==> src/rtl/sigmoid_pkg.sv <==
// -----------------------------------------------------------------------------
// sigmoid_pkg
// Shared constants and helpers for the sigmoid activation front-end.
//   IN_W / OUT_W / K_MAX : datapath widths and last table index (x = 6.0)
//   SAT_MAG              : |x| at or above which the index saturates (6.0 in Q8.8)
//   HALF                 : 0.5 in the Q.8 fraction domain (rounding constant)
//   ADDR_TAB             : table index k -> ROM address, round(k * 25.6)
//   k_of_mag             : |x| (Q8.8) -> nearest 0.1-step table index
//   addr_is_key          : true when an address is one of the 61 ROM keys
// -----------------------------------------------------------------------------
package sigmoid_pkg;

   localparam int IN_W  = 16;
   localparam int OUT_W = 8;
   localparam int K_MAX = 60;
   localparam int K_W   = 6;

   localparam logic [15:0] SAT_MAG = 16'h0600;
   localparam logic [7:0]  HALF    = 8'd128;

   // ROM key for each grid point: the Q8.8 encoding of k * 0.1, rounded.
   localparam logic [15:0] ADDR_TAB [0:K_MAX] = '{
      16'd0,    16'd26,   16'd51,   16'd77,   16'd102,
      16'd128,  16'd154,  16'd179,  16'd205,  16'd230,
      16'd256,  16'd282,  16'd307,  16'd333,  16'd358,
      16'd384,  16'd410,  16'd435,  16'd461,  16'd486,
      16'd512,  16'd538,  16'd563,  16'd589,  16'd614,
      16'd640,  16'd666,  16'd691,  16'd717,  16'd742,
      16'd768,  16'd794,  16'd819,  16'd845,  16'd870,
      16'd896,  16'd922,  16'd947,  16'd973,  16'd998,
      16'd1024, 16'd1050, 16'd1075, 16'd1101, 16'd1126,
      16'd1152, 16'd1178, 16'd1203, 16'd1229, 16'd1254,
      16'd1280, 16'd1306, 16'd1331, 16'd1357, 16'd1382,
      16'd1408, 16'd1434, 16'd1459, 16'd1485, 16'd1510,
      16'd1536
   };

   // Round-half-up of |x| / 0.1. Below saturation |x| fits in 11 bits, so
   // mag*10 + 0.5 stays under 2^14 and a 16-bit product is ample.
   function automatic logic [K_W-1:0] k_of_mag(input logic [16:0] mag);
      logic [15:0] scaled;
      scaled = 16'(mag[10:0]) * 16'd10 + {8'd0, HALF};
      if (mag >= {1'b0, SAT_MAG})
         return K_W'(K_MAX);
      return K_W'(scaled >> 8);
   endfunction

   function automatic logic addr_is_key(input logic [15:0] a);
      for (int k = 0; k <= K_MAX; k++)
         if (ADDR_TAB[k] == a)
            return 1'b1;
      return 1'b0;
   endfunction

endpackage

==> src/rtl/sigmoid_act_rom.sv <==
// -----------------------------------------------------------------------------
// rom
// Sigmoid lookup table for x >= 0 on the 0.1-step grid, x = 0.0 .. 6.0.
// data[7:0] = round(256 * sigmoid(k * 0.1)), upper byte zero. Combinational.
//   addr : Q8.8 key, one of the 61 grid addresses (input)
//   data : table word; undefined meaning for any non-key address (output)
// -----------------------------------------------------------------------------
module rom (
   input  logic [15:0] addr,
   output logic [15:0] data
);

   always_comb begin
      // NOTE: default assignment first so every path drives data and no latch is inferred.
      data = 16'h0000;
      case (addr)
         16'd0:    data = 16'd128;
         16'd26:   data = 16'd134;
         16'd51:   data = 16'd141;
         16'd77:   data = 16'd147;
         16'd102:  data = 16'd153;
         16'd128:  data = 16'd159;
         16'd154:  data = 16'd165;
         16'd179:  data = 16'd171;
         16'd205:  data = 16'd177;
         16'd230:  data = 16'd182;
         16'd256:  data = 16'd187;
         16'd282:  data = 16'd192;
         16'd307:  data = 16'd197;
         16'd333:  data = 16'd201;
         16'd358:  data = 16'd205;
         16'd384:  data = 16'd209;
         16'd410:  data = 16'd213;
         16'd435:  data = 16'd216;
         16'd461:  data = 16'd220;
         16'd486:  data = 16'd223;
         16'd512:  data = 16'd225;
         16'd538:  data = 16'd228;
         16'd563:  data = 16'd230;
         16'd589:  data = 16'd233;
         16'd614:  data = 16'd235;
         16'd640:  data = 16'd237;
         16'd666:  data = 16'd238;
         16'd691:  data = 16'd240;
         16'd717:  data = 16'd241;
         16'd742:  data = 16'd243;
         16'd768:  data = 16'd244;
         16'd794:  data = 16'd245;
         16'd819:  data = 16'd246;
         16'd845:  data = 16'd247;
         16'd870:  data = 16'd248;
         16'd896:  data = 16'd248;
         16'd922:  data = 16'd249;
         16'd947:  data = 16'd250;
         16'd973:  data = 16'd250;
         16'd998:  data = 16'd251;
         16'd1024: data = 16'd251;
         16'd1050: data = 16'd252;
         16'd1075: data = 16'd252;
         16'd1101: data = 16'd253;
         16'd1126: data = 16'd253;
         16'd1152: data = 16'd253;
         16'd1178: data = 16'd253;
         16'd1203: data = 16'd254;
         16'd1229: data = 16'd254;
         16'd1254: data = 16'd254;
         16'd1280: data = 16'd254;
         16'd1306: data = 16'd254;
         16'd1331: data = 16'd255;
         16'd1357: data = 16'd255;
         16'd1382: data = 16'd255;
         16'd1408: data = 16'd255;
         16'd1434: data = 16'd255;
         16'd1459: data = 16'd255;
         16'd1485: data = 16'd255;
         16'd1510: data = 16'd255;
         16'd1536: data = 16'd255;
         default:  data = 16'h0000;
      endcase
   end

endmodule

==> src/rtl/sigmoid_act.sv <==
// -----------------------------------------------------------------------------
// sigmoid_act
// Three-stage activation pipeline: signed Q8.8 pre-activation in, Q0.8
// sigmoid out. S1 quantizes |x| to the 0.1 grid, S2 registers the ROM key,
// S3 applies odd symmetry (sigmoid(-x) = 1 - sigmoid(x)) to the ROM word.
//   clk, rst_n          : clock (rising edge), async active-low reset
//   in_valid / in_ready : upstream handshake (accumulator side)
//   in_data             : signed Q8.8 pre-activation
//   out_valid/out_ready : downstream handshake (layer output buffer side)
//   out_data            : activation, unsigned Q0.8 (128 = 0.5)
// -----------------------------------------------------------------------------
module sigmoid_act
   import sigmoid_pkg::*;
(
   input  logic             clk,
   input  logic             rst_n,
   input  logic             in_valid,
   output logic             in_ready,
   input  logic [IN_W-1:0]  in_data,
   output logic             out_valid,
   input  logic             out_ready,
   output logic [OUT_W-1:0] out_data
);

   logic            adv;
   logic [16:0]     mag;

   logic            v1;
   logic            sign1;
   logic [K_W-1:0]  k1;

   logic            v2;
   logic            sign2;
   logic [15:0]     addr2;

   logic [15:0]     rom_data;
   logic [7:0]      d;
   logic [8:0]      neg;
   logic [7:0]      unused_rom_hi;

   // One global enable: the whole pipe moves or the whole pipe holds, so
   // bubbles are kept while stalled.
   assign adv      = out_ready | ~out_valid;
   assign in_ready = adv;

   // 17-bit magnitude so that 0x8000 maps to 32768 rather than wrapping.
   assign mag = in_data[IN_W-1] ? (17'h10000 - {1'b0, in_data}) : {1'b0, in_data};

   // ROM address comes straight from a register: no input-to-ROM comb path.
   rom u_rom (
      .addr (addr2),
      .data (rom_data)
   );

   assign d             = rom_data[7:0];
   assign unused_rom_hi = rom_data[15:8];
   // Valid ROM data is 128..255, so 256 - d lands in 1..128.
   assign neg           = 9'd256 - {1'b0, d};

   always_ff @(posedge clk or negedge rst_n) begin
      if (!rst_n) begin
         v1        <= 1'b0;
         sign1     <= 1'b0;
         k1        <= '0;
         v2        <= 1'b0;
         sign2     <= 1'b0;
         addr2     <= ADDR_TAB[0];
         out_valid <= 1'b0;
         out_data  <= '0;
      end else if (adv) begin
         // NOTE: non-blocking assignments so each stage reads the previous stage's old value.
         v1        <= in_valid & in_ready;
         sign1     <= in_data[IN_W-1];
         k1        <= k_of_mag(mag);
         v2        <= v1;
         sign2     <= sign1;
         addr2     <= ADDR_TAB[k1];
         out_valid <= v2;
         out_data  <= sign2 ? neg[OUT_W-1:0] : d;
      end
   end

   // Every issued address must be a table key; anything else reads garbage.
   a_addr_is_key : assert property (@(posedge clk) disable iff (!rst_n) addr_is_key(addr2))
      else $error("rom address %0d is not a table key", addr2);

endmodule

==> config.mk <==
export PLATFORM = sky130hd
export DESIGN_NAME = sigmoid_act
export DESIGN_NICKNAME = d
export VERILOG_FILES = /design/src/rtl/sigmoid_pkg.sv /design/src/rtl/sigmoid_act_rom.sv /design/src/rtl/sigmoid_act.sv
export SDC_FILE = /design/constraint.sdc
export NUM_CORES = 1
export LEC_CHECK = 0
export CAP_MARGIN = 10
export CORE_AREA = 2 2 100 102
export CTS_BUF_LIST = sky130_fd_sc_hd__clkbuf_4 sky130_fd_sc_hd__clkbuf_8
export DETAILED_ROUTE_END_ITERATION = 10
export DIE_AREA = 0 0 102 104
export HOLD_SLACK_MARGIN = 0.06
export SYNTH_ARGS = -nofsm -noshare
export SYNTH_HDL_FRONTEND = slang
export SYNTH_SLANG_ARGS = --single-unit
==> constraint.sdc <==
create_clock -name clk -period 2.71 [get_ports clk]
set_clock_uncertainty 0.2 [all_clocks]
set_input_delay 0.271 -clock clk [delete_from_list [all_inputs] [get_ports clk]]
set_output_delay 0.271 -clock clk [all_outputs]
set_load 0.01 [all_outputs]
==> metrics.csv, run 1 <==
stage;metric;value;unit
pwr;p_sw_frac;0.404;
placed_design;placed_cells;756;
drt;drc_errors;0;
floorplanning;core_area;9550;um2
setup_path;cp-startpoint;in_data[2];
clock_network;clock-root-buffer;clkbuf_8;
pwr;pwr_density_cell;638;nW/um2
outcome;status;finished, violations left;
drt;wl_per_cell;17.0;um
finish;n_fill_cell;829;
global_routing;grt_max_degree;30;
placed_design;port_buffers;29;
floorplanning;initial_utilization;0.393;
drt;first_pass_iters;5;
finish;final_cell_area;5980;um2
global_routing;grt_pass1_vias;4376;
pwr;p_clk_frac;0.128;
global_routing;grt_overflow_total;0;
clock_network;cts.clk_slew.worst_paths;0.07;ns
setup_path;critPathCapture;k1[3];
floorplanning;rows;36;
finish;final_cells;788;
global_routing;grt_use_met1;0.326;
setup_path;timing.rr.start;addr2[6];
global_routing;grtUsageMet2;0.426;
logic_synthesis;async_flop_share;1.00;
clock_network;cts_buffer_depth;2;
sta;worst_pin_slew;0.792;ns
logic_synthesis;synth-edff-count;0;
logic_synthesis;synth_seq_cells;29;
logic_synthesis;avgSynthCellArea;7.43;um2
sta;fin_tns_setup;-3.91;ns
clock_network;cts_made_buffers;5;
sta;slew_viol_final;0;
pwr;ir_drop;0.397;mV
placed_design;dpl_cell_area;5210;um2
drt;routed_wirelength;13400;um
clock_network;cts_tree;yes;
placed_design;place.gp.congestion;0.941;
setup_path;crit_arrival;3.46;ns
floorplanning;die_height;104;um
logic_synthesis;synthesis.nets;550;
worst_hold_path;hp-class;input port to async pin;
setup_path;ff2ff_setup_slack;-0.25;ns
pwr;p_int;2270;uW
logic_synthesis;yosysWarnings;0;
floorplanning;die_w;102;um
logic_synthesis;yosys_most_used_dff;dfrtp_1;
sta;rsz0062_at_grt;yes;
clock_network;postCtsHoldBufs;0;
sta;period_share;1.29;
drt;vias;4534;
global_routing;antenna_found_initial;0;
setup_path;r2r_end;out_data[4];
setup_path;cp-start-kind;input port;
finish;area_growth_syn_to_layout;59.5;%
setup_path;r2r_cells;12;
setup_path;path_class;input port to register;
drt;drt-initial-drc-count;333;
clock_network;clock-sinks;29;
finish;final_nets;699;
pwr;power.total;3810;uW
finish;seqCellArea;731;um2
global_routing;grt_busiest_layer;met2;
floorplanning;die-area;10600;um2
logic_synthesis;syn_inst;505;
global_routing;grt_use_met3;0.0276;
logic_synthesis;netlist_area;3750;um2
sta;setup_slack;-0.780;ns
setup_path;crit_fanout;4;
drt;drtAntennaViolNets;0;
global_routing;grt_usage;0.250;
sta;fmax;287;MHz
sta;maxSlewHeadroom;0.472;
logic_synthesis;synth_cell_types;78;
pwr;leakage;0.00250;uW
finish;mostFrequentLayoutCell;buf_4;
placed_design;pre_cts_slack;-1.45;ns
setup_path;cp.required;2.68;ns
outcome;violations;setup timing;
pwr;power_frac_comb;0.694;
finish;mostFrequentLayoutCells;143 x buf_4, 51 x nor2_1, 46 x nand2_1, 29 x a21oi_1, 27 x o21ai_0;
sta;setup_viol;12;
floorplanning;ios;30;
pwr;p_sw;1540;uW
setup_path;crit_path_end_kind;register;
sta;fin_crit;3.49;ns
finish;multi_input_area;3480;um2
job;drv_cap;0;
global_routing;grt_pass1_wl;21600;um
pwr;pwr-share-seq;0.178;
clock_network;cts-htree-levels;2;
sta;hold_viol_final;0;
clock_network;clock_latency;0.29;ns
placed_design;dpl.hpwl;9530;um
finish;layout-drive-gt1-share;0.417;
logic_synthesis;yosysSeqAreaShare;0.193;
finish;diodes;0;
drt;viasPerCell;5.75;
## registers in the layout, indices dropped and copies added, names as in the netlist
signal	flops
addr2	10
out_data	8
k1	6
out_valid	1
sign1	1
sign2	1
v1	1
v2	1
## cells by family (layout without fill, tap and decap cells)
| family | count (synthesis) | after routing | synth area share |
|---|---|---|---|
| simple gates | 201 | 202 | 0.282 |
| compound gates | 163 | 163 | 0.304 |
| buf+inv | 54 | 203 | 0.0563 |
| flops | 29 | 29 | 0.193 |
| fa+ha+maj | 26 | 26 | 0.0860 |
| xor+xnor | 24 | 24 | 0.0560 |
| mux | 8 | 8 | 0.0227 |
## worst min-delay path by stage
stage	from	to	slack (ns)
after floorplan	rst_n	addr2[0]	-0.22
after global placement	v2	v2	0.24
after detailed placement	v2	out_valid	0.25
after CTS	rst_n	out_data[3]	0.19
after global routing	rst_n	out_data[3]	0.20
final	rst_n	out_data[3]	0.17
## worst max-delay path: stages
cell	delay, ns
buf_8	0.11
nor3_4	0.21
buf_4	0.16
nand2_2	0.08
o21ai_2	0.19
xnor2_2	0.14
ha_1	0.29
ha_4	0.30
and3_4	0.21
a21o_1	0.17
a21oi_2	0.05
ha_2	0.18
nor2b_4	0.13
maj3_2	0.28
a222oi_1	0.32
o21ai_1	0.13
xnor2_1	0.17
a21oi_1	0.08
## layer usage
metal / wire length [um] / up-vias
li1: - / 2199
met1: 5730 / 2161
met2: 6790 / 140
met3: 521 / 34
met4: 378 / 0
met5: 0 / -
## cells in the mapped netlist, drive strengths merged (4+ instances only)
master,number,area [um2]
nor2,53,201
nand2,52,195
o21ai,36,184
a21oi,34,170
dfrtp,29,726
clkbuf,27,103
ha,25,313
xnor2,18,158
inv,17,63.8
nor3,16,85.1
or3,11,68.8
nor2b,10,62.6
a31oi,9,62.6
buf,9,41.3
a211oi,8,60.1
nand2b,8,50.1
nand3,8,40.0
o211ai,7,52.6
a21o,6,45.0
nor4,6,37.5
xor2,6,52.6
a211o,5,43.8
a311oi,5,43.8
and3,5,31.3
o22ai,5,31.3
o31ai,5,37.5
o41ai,5,51.3
a2111oi,4,55.1
mux2,4,45.0
mux2i,4,40.0
o2111ai,4,35.0
o221ai,4,35.0
## repair_timing
item                                   in CTS  in global routing
setup endpoints to repair                  13                 14
buffers inserted                           21                  3
endpoints found under the hold margin       0                  0
pin swaps                                  39                 20
cloned                                      0                  1
resized for setup                          92                 33
## metrics by stage
stage	hold WS (ns)	utilization
global route	0.200	0.627
CTS	0.186	0.605
finish	0.171	0.627
global placement	0.242	0.546
detailed placement	0.247	0.546
floorplan	-0.225	-
## power groups by stage
| stage | logic [uW] | registers, uW | clock network (uW) |
|---|---|---|---|
| after floorplan | 1270 | 660 | 0 |
| after global placement | 2140 | 681 | 0 |
| after detailed placement | 2170 | 687 | 0 |
| after CTS | 2510 | 676 | 496 |
| after global routing | 2860 | 698 | 519 |
| final | 2650 | 679 | 489 |
## final cells by class
class                      count  share of cell area
clock inverter                 1             0.00502
inverter                      18              0.0117
sequential                    29               0.122
timing repair buffer         177               0.236
tap                          133              0.0278
clock buffer                   7              0.0151
multi-input combinational    423               0.582
Note: power is estimated with default switching activity, not from simulation.
==> run 2, diff against run 1 <==
Settings changed: SKIP_CTS_REPAIR_TIMING set to 1.
==> run 2 against run 1 <==
  * The flow still finishes with violations (setup timing)
  * First-iteration DRC count grew 2.1%
  * Global-route usage shrank 2.0 points
  * Final cell count shrank 1.4%
  * Maximum frequency shrank 1.2%
  * Total power shrank 3.1%
  * Clock power is essentially flat
  * Die area is the same
  * Utilization shrank 1.6 points
  * Critical endpoint unchanged
  * Largest cell class unchanged
  * Largest power group unchanged
==> metrics.csv, run 2 (synthesis gave the netlist of run 1 again) <==
stage;metric;value;unit;change
global_routing;grt_pass1_vias;4157;;-5.0%
setup_path;timing.rr.start;addr2[0];;
pwr;p_sw_frac;0.409;;+0.00526
setup_path;slowest_delay;0.33;ns;about the same
finish;final_nets;688;;-1.6%
job;drv_cap;0;;unchanged
finish;seqCellArea;732;um2;+0.17%
worst_hold_path;hp-class;input port to async pin;;
finish;largest_reg_flops;10;;unchanged
finish;area_growth_syn_to_layout;55.3;%;
finish;n_fill_cell;863;;+4.1%
clock_network;cts.clk_slew.worst_paths;0.07;ns;about the same
setup_path;cp-start-kind;input port;;
floorplanning;die_height;104;um;unchanged
sta;timing.hold.ws;0.172;ns;+0.00123 ns
sta;worst_pin_slew;0.797;ns;+0.00509 ns
finish;top_regs;addr2 (10), out_data (8), k1 (6);;
finish;top_register;addr2;;
sta;setup_slack;-0.822;ns;-0.0420 ns
drt;first_pass_iters;6;;+1
clock_network;cts_buffer_depth;2;;unchanged
placed_design;placed_cells;756;;unchanged
sta;setup_viol;11;;-1
pwr;p_int;2180;uW;-4.0%
drt;viasPerCell;5.73;;-0.49%
setup_path;crit_family;compound AO/OA/AOI/OAI gates;;
sta;fin_crit;3.53;ns;+0.0420 ns
placed_design;pre_cts_slack;-1.45;ns;unchanged
sta;slew_viol_final;0;;unchanged
finish;multi_input_area;3410;um2;-2.0%
pwr;p_sw;1510;uW;-1.8%
setup_path;crit_path_end_kind;register;;
clock_network;clock_latency;0.29;ns;about the same
global_routing;grt_pass1_wl;20000;um;-7.2%
finish;diodes;0;;unchanged
outcome;status;finished, violations left;;
floorplanning;core_area;9550;um2;unchanged
clock_network;clock-sinks;29;;unchanged
floorplanning;initial_utilization;0.393;;unchanged
setup_path;path_class;input port to register;;
drt;vias;4449;;-1.9%
outcome;violations;setup timing;;
setup_path;crit_arrival;3.50;ns;+0.04 ns
finish;final_cells;777;;-1.4%
setup_path;path_buf_inv;1;;-1
finish;mostFrequentLayoutCells;131 x buf_4, 51 x nor2_1, 47 x nand2_1, 29 x a21oi_1, 28 x o21ai_0;;
placed_design;dpl.hpwl;9530;um;unchanged
floorplanning;ios;30;;unchanged
clock_network;cts_made_buffers;5;;unchanged
global_routing;antenna_found_initial;0;;unchanged
finish;mostFrequentLayoutCell;buf_4;;
setup_path;crit_slowest_cell;ha_1;;
pwr;pwr_density_cell;634;nW/um2;-0.53%
floorplanning;die-area;10600;um2;unchanged
drt;drtAntennaViolNets;0;;unchanged
sta;maxSlewHeadroom;0.469;;-0.00339
sta;fmax;283;MHz;-1.2%
placed_design;place.gp.congestion;0.941;;unchanged
drt;drt-initial-drc-count;340;;+2.1%
pwr;ir_drop;0.360;mV;-9.3%
clock_network;clock-root-buffer;clkbuf_8;;
setup_path;cp-startpoint;in_data[3];;
drt;drc_errors;0;;unchanged
sta;period_share;1.30;;+0.0155
drt;routed_wirelength;13000;um;-3.0%
clock_network;cts-htree-levels;2;;unchanged
setup_path;crit_fanout;4;;unchanged
sta;hold_viol_final;0;;unchanged
pwr;leakage;0.00245;uW;-2.1%
finish;layout-drive-gt1-share;0.393;;-0.0239
floorplanning;die_w;102;um;unchanged
placed_design;port_buffers;29;;unchanged
pwr;p_clk_frac;0.133;;+0.005
floorplanning;rows;36;;unchanged
global_routing;grt_overflow_total;0;;unchanged
global_routing;grt_usage;0.231;;-0.0196
setup_path;cp.required;2.68;ns;about the same
sta;rsz0062_at_grt;yes;;
pwr;pwr-share-seq;0.186;;+0.008
clock_network;cts_tree;yes;;
setup_path;path_cells;buf_8 > nor3_4 > nand3_2 > o31ai_4 > xnor2_2 > ha_1 > ha_4 > nand2_2 > o21ai_2 > a21o_1 > a21oi_2 > ha_2 > nor2b_4 > maj3_2 > a222oi_1 > o21ai_1 > xnor2_1 > a21oi_1;;
pwr;power_frac_comb;0.681;;-0.013
global_routing;grt_max_degree;30;;unchanged
drt;wl_per_cell;16.7;um;-1.7%
==> run 2: routing by layer <==
metal	track usage	share of wire	vias up
met5	0	0	-
met3	0.0255	0.036	26
met2	0.382	0.50	119
met4	0.0714	0.021	0
li1	-	-	2170
met1	0.313	0.44	2134
==> run 2: worst reg2reg max path: stages, from the launching register on <==
cell       delay [ns]
dfrtp_2          0.40
buf_4            0.16
nor4bb_1         0.14
o2111ai_1        0.23
o41ai_1          0.12
buf_4            0.15
a221o_1          0.28
a31oi_1          0.21
and3b_1          0.25
ha_2             0.20
nand2_2          0.06
o41ai_2          0.23
xnor2_1          0.20
a21oi_1          0.11
==> run 2: cell type report <==
type | instances | share of cell area
inverter | 18 | 0.0120
tap | 133 | 0.0286
clock buffer | 7 | 0.0155
multi-input combinational | 423 | 0.586
sequential | 29 | 0.126
clock inverter | 1 | 0.00515
timing repair buffer | 166 | 0.227
==> run 2: path summary, 6_finish.rpt <==
check                               to  slack [ns]  cells past startpoint
setup reg to reg           out_data[4]       -0.34                     13
hold / removal             out_data[5]        0.17                      2
max in group asynchronous     addr2[4]        1.82                      2
hold reg to reg              out_valid        0.26                      1
setup / recovery                 k1[3]       -0.82                     18
min in group clk             out_valid        0.26                      1
==> run 2: metrics by stage <==
| stage | power [uW] | TNS [ns] | util | cell area [um2] |
|---|---|---|---|---|
| global route | 3950 | -6.11 | 0.610 | 5830 |
| CTS | 3360 | -6.60 | 0.558 | 5330 |
| finish | 3700 | -4.22 | 0.610 | 5830 |
| floorplan | 1930 | -2.51 | - | 3970 |
| global placement | 2820 | -7.75 | 0.546 | 5210 |
| detailed placement | 2860 | -8.11 | 0.546 | 5210 |
==> run 2: power by group through the flow <==
stage / Clock (uW) / Sequential (uW) / Combinational (uW)
3_3_place_gp: 0 / 681 / 2140
5_1_grt: 521 / 703 / 2730
2_1_floorplan: 0 / 660 / 1270
4_1_cts: 496 / 678 / 2180
6_report: 492 / 688 / 2520
3_5_place_dp: 0 / 687 / 2170
==> run 3, diff against run 2 <==
Settings changed: CTS_CLUSTER_SIZE set to 30.
==> results of run 3 <==
The final DEF is identical to that of run 2; final timing and power are the same.
==> RTL edit, RTL diff (config.mk and constraints of run 1) <==
Reset style: synchronous (`rst_n`), changed in one clocked block. Comments in the files are not updated.
--- a/src/rtl/sigmoid_act.sv
+++ b/src/rtl/sigmoid_act.sv
@@ -59,3 +59,3 @@
 
-   always_ff @(posedge clk or negedge rst_n) begin
+   always_ff @(posedge clk) begin
       if (!rst_n) begin
Behaviour: differs if rst_n is asserted again (counterexample within 4 cycles, from zero or initial values and one cycle with rst_n low); with rst_n held inactive, the same outputs for 4 cycles.
==> RTL edit against run 1 <==
- the flow still finishes with violations (setup timing)
- total power shrank 23%
- utilization grew 2.7 points
- sequential cell count is the same
- synthesized area shrank 0.53%
- worst setup slack lost 0.27 ns
- cell area grew 4.3%
- sequential share of layout area shrank 2.6 points
- routed wire length grew 1.2%
- cell count grew 4.9%
- fmax shrank 7.1%
- via count grew 2.9%
- critical path type unchanged
- critical endpoint is now k1[5]
- largest cell class unchanged
==> RTL edit: results (changes against run 1) <==
----------------------------------------------------
[Pwr]
  Worst vdd ir ... 0.355 mV (-10%)
  Leakage power ... 2.65 nW (+5.8%)

[Logic synthesis]
  Sequential fraction of the synthesis area ... 15.6% (-3.8 points)
  Net Count, Synth ... 563 (+2.4%)
  Synth area leaders ... sky130_fd_sc_hd__dfxtp_1 (16%), sky130_fd_sc_hd__ha_1 (8.4%), sky130_fd_sc_hd__nand2_1 (5.6%)
  Gate Count Post-Synth ... 518 (+2.6%)
  Number of distinct library cells after synthesis ... 76 (-2.6%)
  Post-synthesis async set-or-reset flop share ... 0% (-100 points)
  Top cells by instance count after synthesis ... sky130_fd_sc_hd__nand2_1 (56), sky130_fd_sc_hd__nor2_1 (42), sky130_fd_sc_hd__a21oi_1 (35), sky130_fd_sc_hd__dfxtp_1 (29), sky130_fd_sc_hd__clkbuf_1 (26)
  Dominant synthesized flop cell ... sky130_fd_sc_hd__dfxtp_1

[Timing]
  Relative max-transition margin ... 59.0% (+12 points)
  Least setup slack across all paths after layout ... -1.05 ns (-0.268 ns)
  Total Negative Setup Slacks ... -6.20 ns (-2.29 ns)
  Final setup fails ... 12 (unchanged)

[Cells and area]
  Number of nets in the finished design ... 738 (+5.6%)
  Fillers ... 820 (-1.1%)
  Number of standard cells in the final layout excluding fillers ... 827 (+4.9%)
  Diode count ... 0 (unchanged)
  Core utilization of the finished layout ... 65.4% (+2.7 points)
  Fraction of final layout cells sized beyond drive strength 1 ... 44.2% (+2.6 points)

[Routing]
  Routed via count divided by cell count ... 5.64 (-1.9%)
  Wire length per cell ... 16.4 um (-3.6%)
  Number of DRC violations after detailed-routing iteration 0 ... 354 (+6.3%)

[Placement]
  Half-perimeter wire length after placement ... 9.66 mm (+1.4%)
  Cell area after placement ... 5340 um2 (+2.5%)
  Number of placed cells counting well taps ... 784 (+3.7%)
  Pre-CTS setup slack ... -1.68 ns (-0.227 ns)
  Weighted congestion at the end of routability-driven global placement ... 0.952 (+1.2%)

[Worst hold path]
  Hold WC Path Type ... flip-flop to flip-flop

[Setup path]
  Kind of cell with the highest combined delay on the critical path ... simple AND/OR/NAND/NOR gates
  Delay of the slowest cell on the worst path ... 0.53 ns (+0.21 ns)
  Highest net fanout along the worst path ... 3 (-1)
  Critical Path AT ... 3.72 ns (+0.26 ns)
  Cell at the slowest stage of the critical path ... sky130_fd_sc_hd__or4_4

[GRT]
  Vias in the first global route ... 4502 (+2.9%)
  Maximum number of pins on one net before global-route repair ... 28 (-6.7%)
  Total routing resource utilization after global routing ... 24.6% (-0.48 points)
  Residual overflow from global routing ... 0 (unchanged)
  Wire length of the first global-routing pass ... 21.5 mm (-0.51%)

[Outcome]
  Violations in the final reports ... setup timing
  Outcome ... complete, but fails checks

[Clock network]
  Inserted Clock Buffers ... 5 (unchanged)
  CTS H-tree lvls ... 2 (unchanged)

----------------------------------------------------
-- RTL edit: cell count changes in the layout (fill, tap and decap cells not counted), sizes merged, moves of 5 or more --
cell / run 1 / this run
a21boi: 1 / 9
dfxtp: 0 / 29
nor3: 16 / 23
nor2: 53 / 44
nand3: 8 / 16
a32oi: 0 / 5
buf: 153 / 177
dfrtp: 29 / 0
o21ai: 36 / 24
-- RTL edit: metal layers --
layer	routed length, um	vias to the layer above	GRT usage (%)
li1	-	2283	-
met1	5580	2214	29.8
met2	7080	145	44.0
met3	530	25	2.55
met4	391	0	8.67
met5	0	-	0
-- RTL edit: final cells by class --
type / count / area [um2] / area share, %
clock buffer: 7 / 96.3 / 1.54
timing repair buffer: 204 / 1680 / 26.9
tap: 133 / 166 / 2.67
multi-input combinational: 435 / 3620 / 58.1
sequential: 29 / 603 / 9.66
clock inverter: 1 / 5.00 / 0.0802
inverter: 18 / 67.6 / 1.08
-- RTL edit: repair_timing --
action | in CTS | in global routing
pin swaps | 59 | 42
gates resized for setup | 80 | 50
endpoints found under the setup margin | 13 | 13
buffers inserted | 20 | 16
-- RTL edit: path summary, 6_finish.rpt --
check,to,slack (ns),from,depth (start not counted)
min,v2,0.26,v1,2
max reg2reg,out_data[6],-0.41,addr2[6],12
max,k1[5],-1.05,in_data[0],18
min reg2reg,v2,0.26,v1,2
-- RTL edit: cell families (layout without fill, tap and decap cells) --
logic type	count (synthesis)	after routing	share of synthesized area [%]
xor+xnor	25	25	5.87
simple gates	215	215	30.1
flops	29	29	15.6
mux	8	8	2.48
buf+inv	54	230	5.80
fa+ha+maj	26	26	8.65
compound gates	161	161	31.5
-- RTL edit: power breakdown --
group          leakage [nW]  switching [mW]  total, mW  internal, mW
clock network        0.0542           0.171      0.400         0.229
registers             0.243          0.0588      0.535         0.476
logic                  2.35           0.902       1.98          1.08
total                  2.65            1.13       2.92          1.79
-- RTL edit: worst min-delay path, cell delays in order, from the launching register on --
cell and delay, ns:
sky130_fd_sc_hd__dfxtp_1 0.31, sky130_fd_sc_hd__nand2_1 0.05, sky130_fd_sc_hd__a21boi_0 0.06
